`config.mk`:
```
export PLATFORM = sky130hd
export DESIGN_NAME = bus_dma_copier
export DESIGN_NICKNAME = d
export VERILOG_FILES = /design/src/rtl/bus_dma_copier.sv
export SDC_FILE = /design/constraint.sdc
export NUM_CORES = 1
export LEC_CHECK = 0
export BUFFER_PORTS_ARGS = -buffer_cell sky130_fd_sc_hd__buf_2
export CORE_UTILIZATION = 54
export DETAILED_ROUTE_END_ITERATION = 7
export PLACE_DENSITY = 0.91
export SETUP_SLACK_MARGIN = 0.05
export SLEW_MARGIN = 25
export SYNTH_ARGS = -nofsm -noshare
export SYNTH_HDL_FRONTEND = slang
export SYNTH_SLANG_ARGS = --single-unit
```
`constraint.sdc`:
```
create_clock -name clk -period 2.9 [get_ports clk]
set_clock_uncertainty 0.1 [all_clocks]
set_input_delay 0.435 -clock clk [delete_from_list [all_inputs] [get_ports clk]]
set_output_delay 0.435 -clock clk [all_outputs]
set_load 0.05 [all_outputs]
```
`src/rtl/bus_dma_copier.sv`:
```
// Word-copy bus initiator: alternates READ/WRITE cycles on a single-cycle bus,
// moving len words from src to dst, with abort and misalignment rejection.
module bus_dma_copier #(
    parameter int LEN_W = 16
) (
    input  logic             clk,
    input  logic             reset,
    input  logic             start,
    input  logic [31:0]      src_addr,
    input  logic [31:0]      dst_addr,
    input  logic [LEN_W-1:0] len,
    input  logic             sys_use,
    input  logic             abort,
    output logic             busy,
    output logic             done,
    output logic             error,
    output logic             aborted,
    output logic [LEN_W-1:0] words_done,
    output logic             Write_enable,
    output logic             Read_enable,
    output logic             WordorByte,
    output logic             SystemUse,
    output logic [31:0]      Addr,
    output logic [31:0]      Write_data,
    input  logic [31:0]      Read_data
);

    typedef enum logic [1:0] {S_IDLE, S_READ, S_WRITE, S_DONE} state_t;

    state_t           r_state;
    logic [31:0]      r_src;
    logic [31:0]      r_dst;
    logic [31:0]      r_buf;
    logic [LEN_W-1:0] r_rem;
    logic [LEN_W-1:0] r_words;
    logic             r_sys;
    logic             r_error;
    logic             r_aborted;

    logic w_rd;
    logic w_wr;
    logic w_misaligned;

    assign w_rd         = (r_state == S_READ);
    assign w_wr         = (r_state == S_WRITE);
    assign w_misaligned = (src_addr[1:0] != 2'b00) || (dst_addr[1:0] != 2'b00);

    always_ff @(posedge clk or negedge reset) begin
        if (!reset) begin
            r_state   <= S_IDLE;
            r_src     <= '0;
            r_dst     <= '0;
            r_buf     <= '0;
            r_rem     <= '0;
            r_words   <= '0;
            r_sys     <= 1'b0;
            r_error   <= 1'b0;
            r_aborted <= 1'b0;
        end else begin
            case (r_state)
                S_IDLE: begin
                    if (start) begin
                        r_aborted <= 1'b0;
                        r_words   <= '0;
                        if (w_misaligned) begin
                            r_error <= 1'b1;
                            r_state <= S_DONE;
                        end else if (len == '0) begin
                            r_error <= 1'b0;
                            r_state <= S_DONE;
                        end else begin
                            r_error <= 1'b0;
                            r_src   <= src_addr;
                            r_dst   <= dst_addr;
                            r_rem   <= len;
                            r_sys   <= sys_use;
                            r_state <= S_READ;
                        end
                    end
                end
                S_READ: begin
                    // An aborted read is simply dropped; the buffer keeps its old value.
                    if (abort) begin
                        r_aborted <= 1'b1;
                        r_state   <= S_DONE;
                    end else begin
                        r_buf   <= Read_data;
                        r_state <= S_WRITE;
                    end
                end
                S_WRITE: begin
                    r_src   <= r_src + 32'd4;
                    r_dst   <= r_dst + 32'd4;
                    r_rem   <= r_rem - 1'b1;
                    r_words <= r_words + 1'b1;
                    if (abort) begin
                        r_aborted <= 1'b1;
                        r_state   <= S_DONE;
                    end else if (r_rem == {{(LEN_W-1){1'b0}}, 1'b1}) begin
                        r_state <= S_DONE;
                    end else begin
                        r_state <= S_READ;
                    end
                end
                default: r_state <= S_IDLE;
            endcase
        end
    end

    // Bus outputs decode purely from registered state so reset clears them at once.
    assign busy         = w_rd | w_wr;
    assign done         = (r_state == S_DONE);
    assign error        = r_error;
    assign aborted      = r_aborted;
    assign words_done   = r_words;
    assign Read_enable  = w_rd;
    assign Write_enable = w_wr;
    assign WordorByte   = w_rd | w_wr;
    assign SystemUse    = (w_rd | w_wr) & r_sys;
    assign Addr         = w_rd ? r_src : (w_wr ? r_dst : 32'd0);
    assign Write_data   = w_wr ? r_buf : 32'd0;

endmodule

```
[After elaboration in Yosys (flattened, before gate mapping)]
Index checks and enable logic that the tools add are counted.
Cells by class
  mux-type cells: 28
  eq/ne operators: 8
  reduce and logical (&&, ||, !) cells: 14
  $add $sub $neg: 4
  bitwise logic cells: 5
Operator list (number)
  $mux 32: 9
  $pmux 32 s2: 2
  $add 32x3->32 const B: 2
  $mux 16: 4
  $pmux 16 s2: 2
  $add 16x1->16 const B: 1
  $eq 16x1->1 const B: 1
  $logic_not 16->1: 1
  $sub 16x1->16 const B: 1
  $mux 2: 5
  $reduce_and 4->1: 2
  $reduce_bool 2->1: 4
  $ne 2x2->1 const B: 3
  $pmux 2 s3: 1
  $reduce_and 2->1: 3
  $eq 2x2->1 const B: 2
  $mux 1: 4
  $not 1->1: 3
  $reduce_and 3->1: 1
  $eq 2x1->1 const B: 1
  $logic_not 2->1: 1
  $ne 2x1->1 const B: 1
  $pmux 1 s2: 1
  $reduce_or 2->1: 1
  other kinds (3): 3
Storage, ports and cells
  logic and storage cells: 68
  flip-flop bits (word level): 133
  input port bits: 117
  output and inout port bits: 88

[Depth between registers and ports, before layout]
  depth after elaboration: 5
  gate-level depth with buffers: 12
  gate-level depth less buffers: 7

[Worst setup path before layout]
Ideal clock, no wire load.
  path type: register -> output
  start: register r_state[0]
  end: output port Addr[28]
  required time: 2365 ps
  data arrival time: 3002 ps
  path slack: -637 ps
  cell stages (with the launch flop): 9
  path buffers: 4
  cell sequence: dfrtp_1 inv_1 ha_1 buf_2 inv_2 buf_2 clkbuf_1 clkbuf_1 o31ai_1
On the way
  cells in the longest elaborated chain, start to end: 3
  elaborated cells between the ends (all ways): 4
Ends and longest elaborated chain
  from (decl): RTL line 30  | state_t r_state;
  from (signal assigned): RTL line 50  | r_state <= S_IDLE;
  from (signal assigned): RTL line 67  | r_state <= S_DONE;
  from (signal assigned): RTL line 70  | r_state <= S_DONE;
  $eq 2x2->1: RTL line 45  | assign w_wr = (r_state == S_WRITE);
  named net Write_enable: RTL line 19  | output logic Write_enable,
  $mux 32 (2 in a row): RTL line 120  | assign Addr = w_rd ? r_src : (w_wr ? r_dst : 32'd0);
  to (decl): RTL line 23  | output logic [31:0] Addr,
The timed path passes the listed nets, and every way through them passes these cells.

[Worst setup path in the final report]
  start: register r_state[1]
  end: output port Addr[28]
On the way
  cells in the longest elaborated chain, start to end: 3
  elaborated cells between the ends (all ways): 4
Ends and longest elaborated chain (RTL line)
  $eq 2x2->1: 45
  $mux 32: 120
  $mux 32 *: 120
Mark *: on every way between the ends. The rest lies on a longest branch, timed or not.

==> flow_summary.yaml <==
worst_setup_path:
  cp-start-kind: "register"
  r2r-end: "r_src[20]"
  cp_cell_sequence: "inv_1 > ha_2 > buf_12 > nand2_1 > o31ai_2 > buf_2"
  rrSetupSlack_ns: 0.41
  critPathRequiredTime_ns: 2.37
  cpMaxStageDelayCell: "ha_2"
  crit_family: "buffers and inverters"
  timing.rr.start: "r_state[0]"
  arrival_ns: 2.18
  critical_path.endpoint_type: "output pin"
  crit_fanout: 23
  reg2regPathDepth: 8
  cp_num_buf_inv: 3
  max_stage_delay_ns: 0.47
  setup.worst_path.class: "register to output pin"
detailed_routing:
  wl_per_cell_um: 18.4
  drt_wl_total_mm: 24.2
  vias: 8379
  first_pass_iters: 6
  vias_per_cell: 6.38
  drtIter0Drc: 904
  ant_nets: 0
  drc: 0
sta:
  period_share_pct: 93.8
  finalMaxSlewViolations: 0
  relSlewSlack_pct: 37.0
  final-hold-violation-count: 0
  min_period_ns: 2.72
  timing.fmax_mhz: 368
  setup_viol: 0
  setup_tns_ns: 0
  worst_pin_slew_ns: 0.945
  rsz0062_at_grt: "false"
  finalWorstSetupSlack_ns: 0.180
die:
  die_area_sq_um: 15400
  io_pins: 205
  dieHeight_um: 124
  die_w_um: 124
  initial_utilization_pct: 55.5
  rows: 44
  core_area_sq_um: 14500
hold_path:
  holdPathEnd: "r_dst[20]"
  worstHoldStart: "dst_addr[20]"
  hold_class: "primary input to register"
  hold_depth: 3
layout:
  fin_area_sq_um: 10100
  area_growth_pct: 24.5
  drive_above_1_share_pct: 30.6
  final_nets: 1240
cts:
  postCtsSetupBuffers: 0
  cts_tree: "yes"
  root_buffer: "clkbuf_16"
  htree_levels: 4
  clk_path_buf_depth: 2
  numCtsBuffers: 17
  insertion_delay_ns: 0.43
  path_clk_slew_ns: 0.06
  clock_sinks: 133
synth:
  avgSynthCellArea_sq_um: 8.62
  synth.most_common_cell: "dfrtp_1"
  seq_area_frac_synth_pct: 41.2
  synth-edff-count: 0
  synth_top_area_share_pct: 41.2
  ys_seq_elements: 133
  postSynth.asyncResetShare_pct: 100
  ys.flop_type: "dfrtp_1"
  synthTopCellsByArea: "dfrtp_1 (41%), nand2_1 (5.5%), mux2_2 (4.9%)"
  synth_nets: 1063
  netlist_area_sq_um: 8070
  synth_common_cells: "dfrtp_1 (133), nand2_1 (119), nand3_1 (62)"
  synth.distinct_cells: 64
  syn_inst: 937
  yosys.area.top_type: "dfrtp_1"
  yosys_warnings: 0
power_and_ir_drop:
  swShare_pct: 50.0
  internal_power_mw: 6.18
  p_total_mw: 12.4
  cellLeakagePower_nw: 4.41
  power.switching_mw: 6.19
  combPwrFrac_pct: 51.9
  power.density_nw_per_um2: 1230
  p_clk_share_pct: 17.8
  seq_power_share_pct: 30.3
  vdd_drop_max_v: 0.000703
placement:
  gp_congestion: 0.940
  place_area_sq_um: 9430
  place_ws_ns: 0.265
  io_buffers: 204
  dp_hpwl_mm: 16.8
global_routing:
  grt_antenna_before_repair: 3
  grt_pass1_vias: 7908
  grt_max_degree: 88
  grt_pass1_wl_mm: 39.9
  grtUsageTotal_pct: 32.0
  overflow: 0
job:
  drv_cap: 0
status:
  outcome: "complete, no violations"
-- final cells by class --
type | instances | area [sq um]
timing repair buffer | 236 | 1370
inverter | 17 | 63.8
tap | 184 | 230
antenna | 3 | 7.51
multi-input combinational | 709 | 4450
sequential | 133 | 3330
clock inverter | 14 | 160
fill | 1123 | 4480
clock buffer | 18 | 439
-- worst min-delay path, cell delays in order --
cell and delay [ns]:
buf_2 0.08, a22oi_1 0.05, nand3_1 0.06
-- layout by cell type, fill, tap and decap left out, types with 15 or more instances in the layout --
| cell type | count |
|---|---|
| nor3_1 | 33 |
| o21ai_0 | 31 |
| o21ai_1 | 22 |
| a21oi_1 | 42 |
| mux2_2 | 35 |
| o21ai_2 | 18 |
| dfrtp_1 | 133 |
| nor4_1 | 23 |
| o22ai_1 | 30 |
| or4_1 | 23 |
| nor2_1 | 41 |
| and2_1 | 41 |
| buf_2 | 203 |
| nand4_1 | 31 |
| clkbuf_16 | 17 |
| nand2_1 | 119 |
| buf_4 | 22 |
| inv_1 | 15 |
| nand3_1 | 62 |
-- repair_timing --
| action | CTS | global route |
|---|---|---|
| hold endpoints to repair | 48 | 0 |
| endpoints found under the setup margin | 0 | 5 |
| hold buffers | 1 | 0 |
| resized for setup | 0 | 1 |
-- stage by stage --
step / hold WS (ns) / utilization, % / cells
2_1_floorplan: 0.0394 / - / 937
3_3_place_gp: 0.311 / 64.9 / 1278
3_5_place_dp: 0.311 / 64.9 / 1278
4_1_cts: 0.130 / 69.1 / 1311
5_1_grt: 0.135 / 69.2 / 1314
6_report: 0.136 / 69.2 / 1314
-- cell families after synthesis --
family	share of synthesized area (%)
DFF	41.2
buffers and inverters	4.94
adders and majority gates	1.39
and+or+nand+nor	28.2
xor gates and xnor gates	0.651
muxes	5.75
AOI/OAI and AO/OA	17.8
-- power by group through the flow --
| stage | clock [mW] | sequential [mW] | combinational [mW] |
|---|---|---|---|
| after floorplan | 0 | 3.36 | 5.05 |
| after global placement | 0 | 3.65 | 6.20 |
| after detailed placement | 0 | 3.71 | 6.34 |
| after CTS | 2.21 | 3.69 | 6.39 |
| after global routing | 2.31 | 3.88 | 6.92 |
| final | 2.21 | 3.75 | 6.42 |
-- flip-flops by register name, indices dropped and copies added, names as in the netlist --
register    count
words_done     16
r_src          32
r_dst          32
aborted         1
r_sys           1
r_buf          32
r_state         2
r_rem          16
error           1
-- per-layer routing --
| metal | wire length, um | track usage, % | share of wire (%) | vias to the layer above |
|---|---|---|---|---|
| met4 | 743 | 14.7 | 3.1 | 0 |
| met5 | 0 | 0 | 0 | - |
| li1 | - | - | - | 3868 |
| met2 | 11500 | 49.9 | 48 | 475 |
| met3 | 1950 | 5.33 | 8.1 | 69 |
| met1 | 9980 | 43.6 | 41 | 3967 |
-- worst max path at each step --
stage                     from         to  slack [ns]  cells past startpoint
floorplan           r_state[0]   Addr[28]       -0.23                      8
finish              r_state[1]   Addr[28]        0.18                      6
detailed placement     len[11]   r_src[4]        0.27                      7
CTS                 r_state[0]   Addr[22]        0.12                      6
global placement       len[11]  r_src[24]        0.33                      8
global route        r_state[0]   Addr[29]        0.09                      6
(Power assumes the default switching activity.)
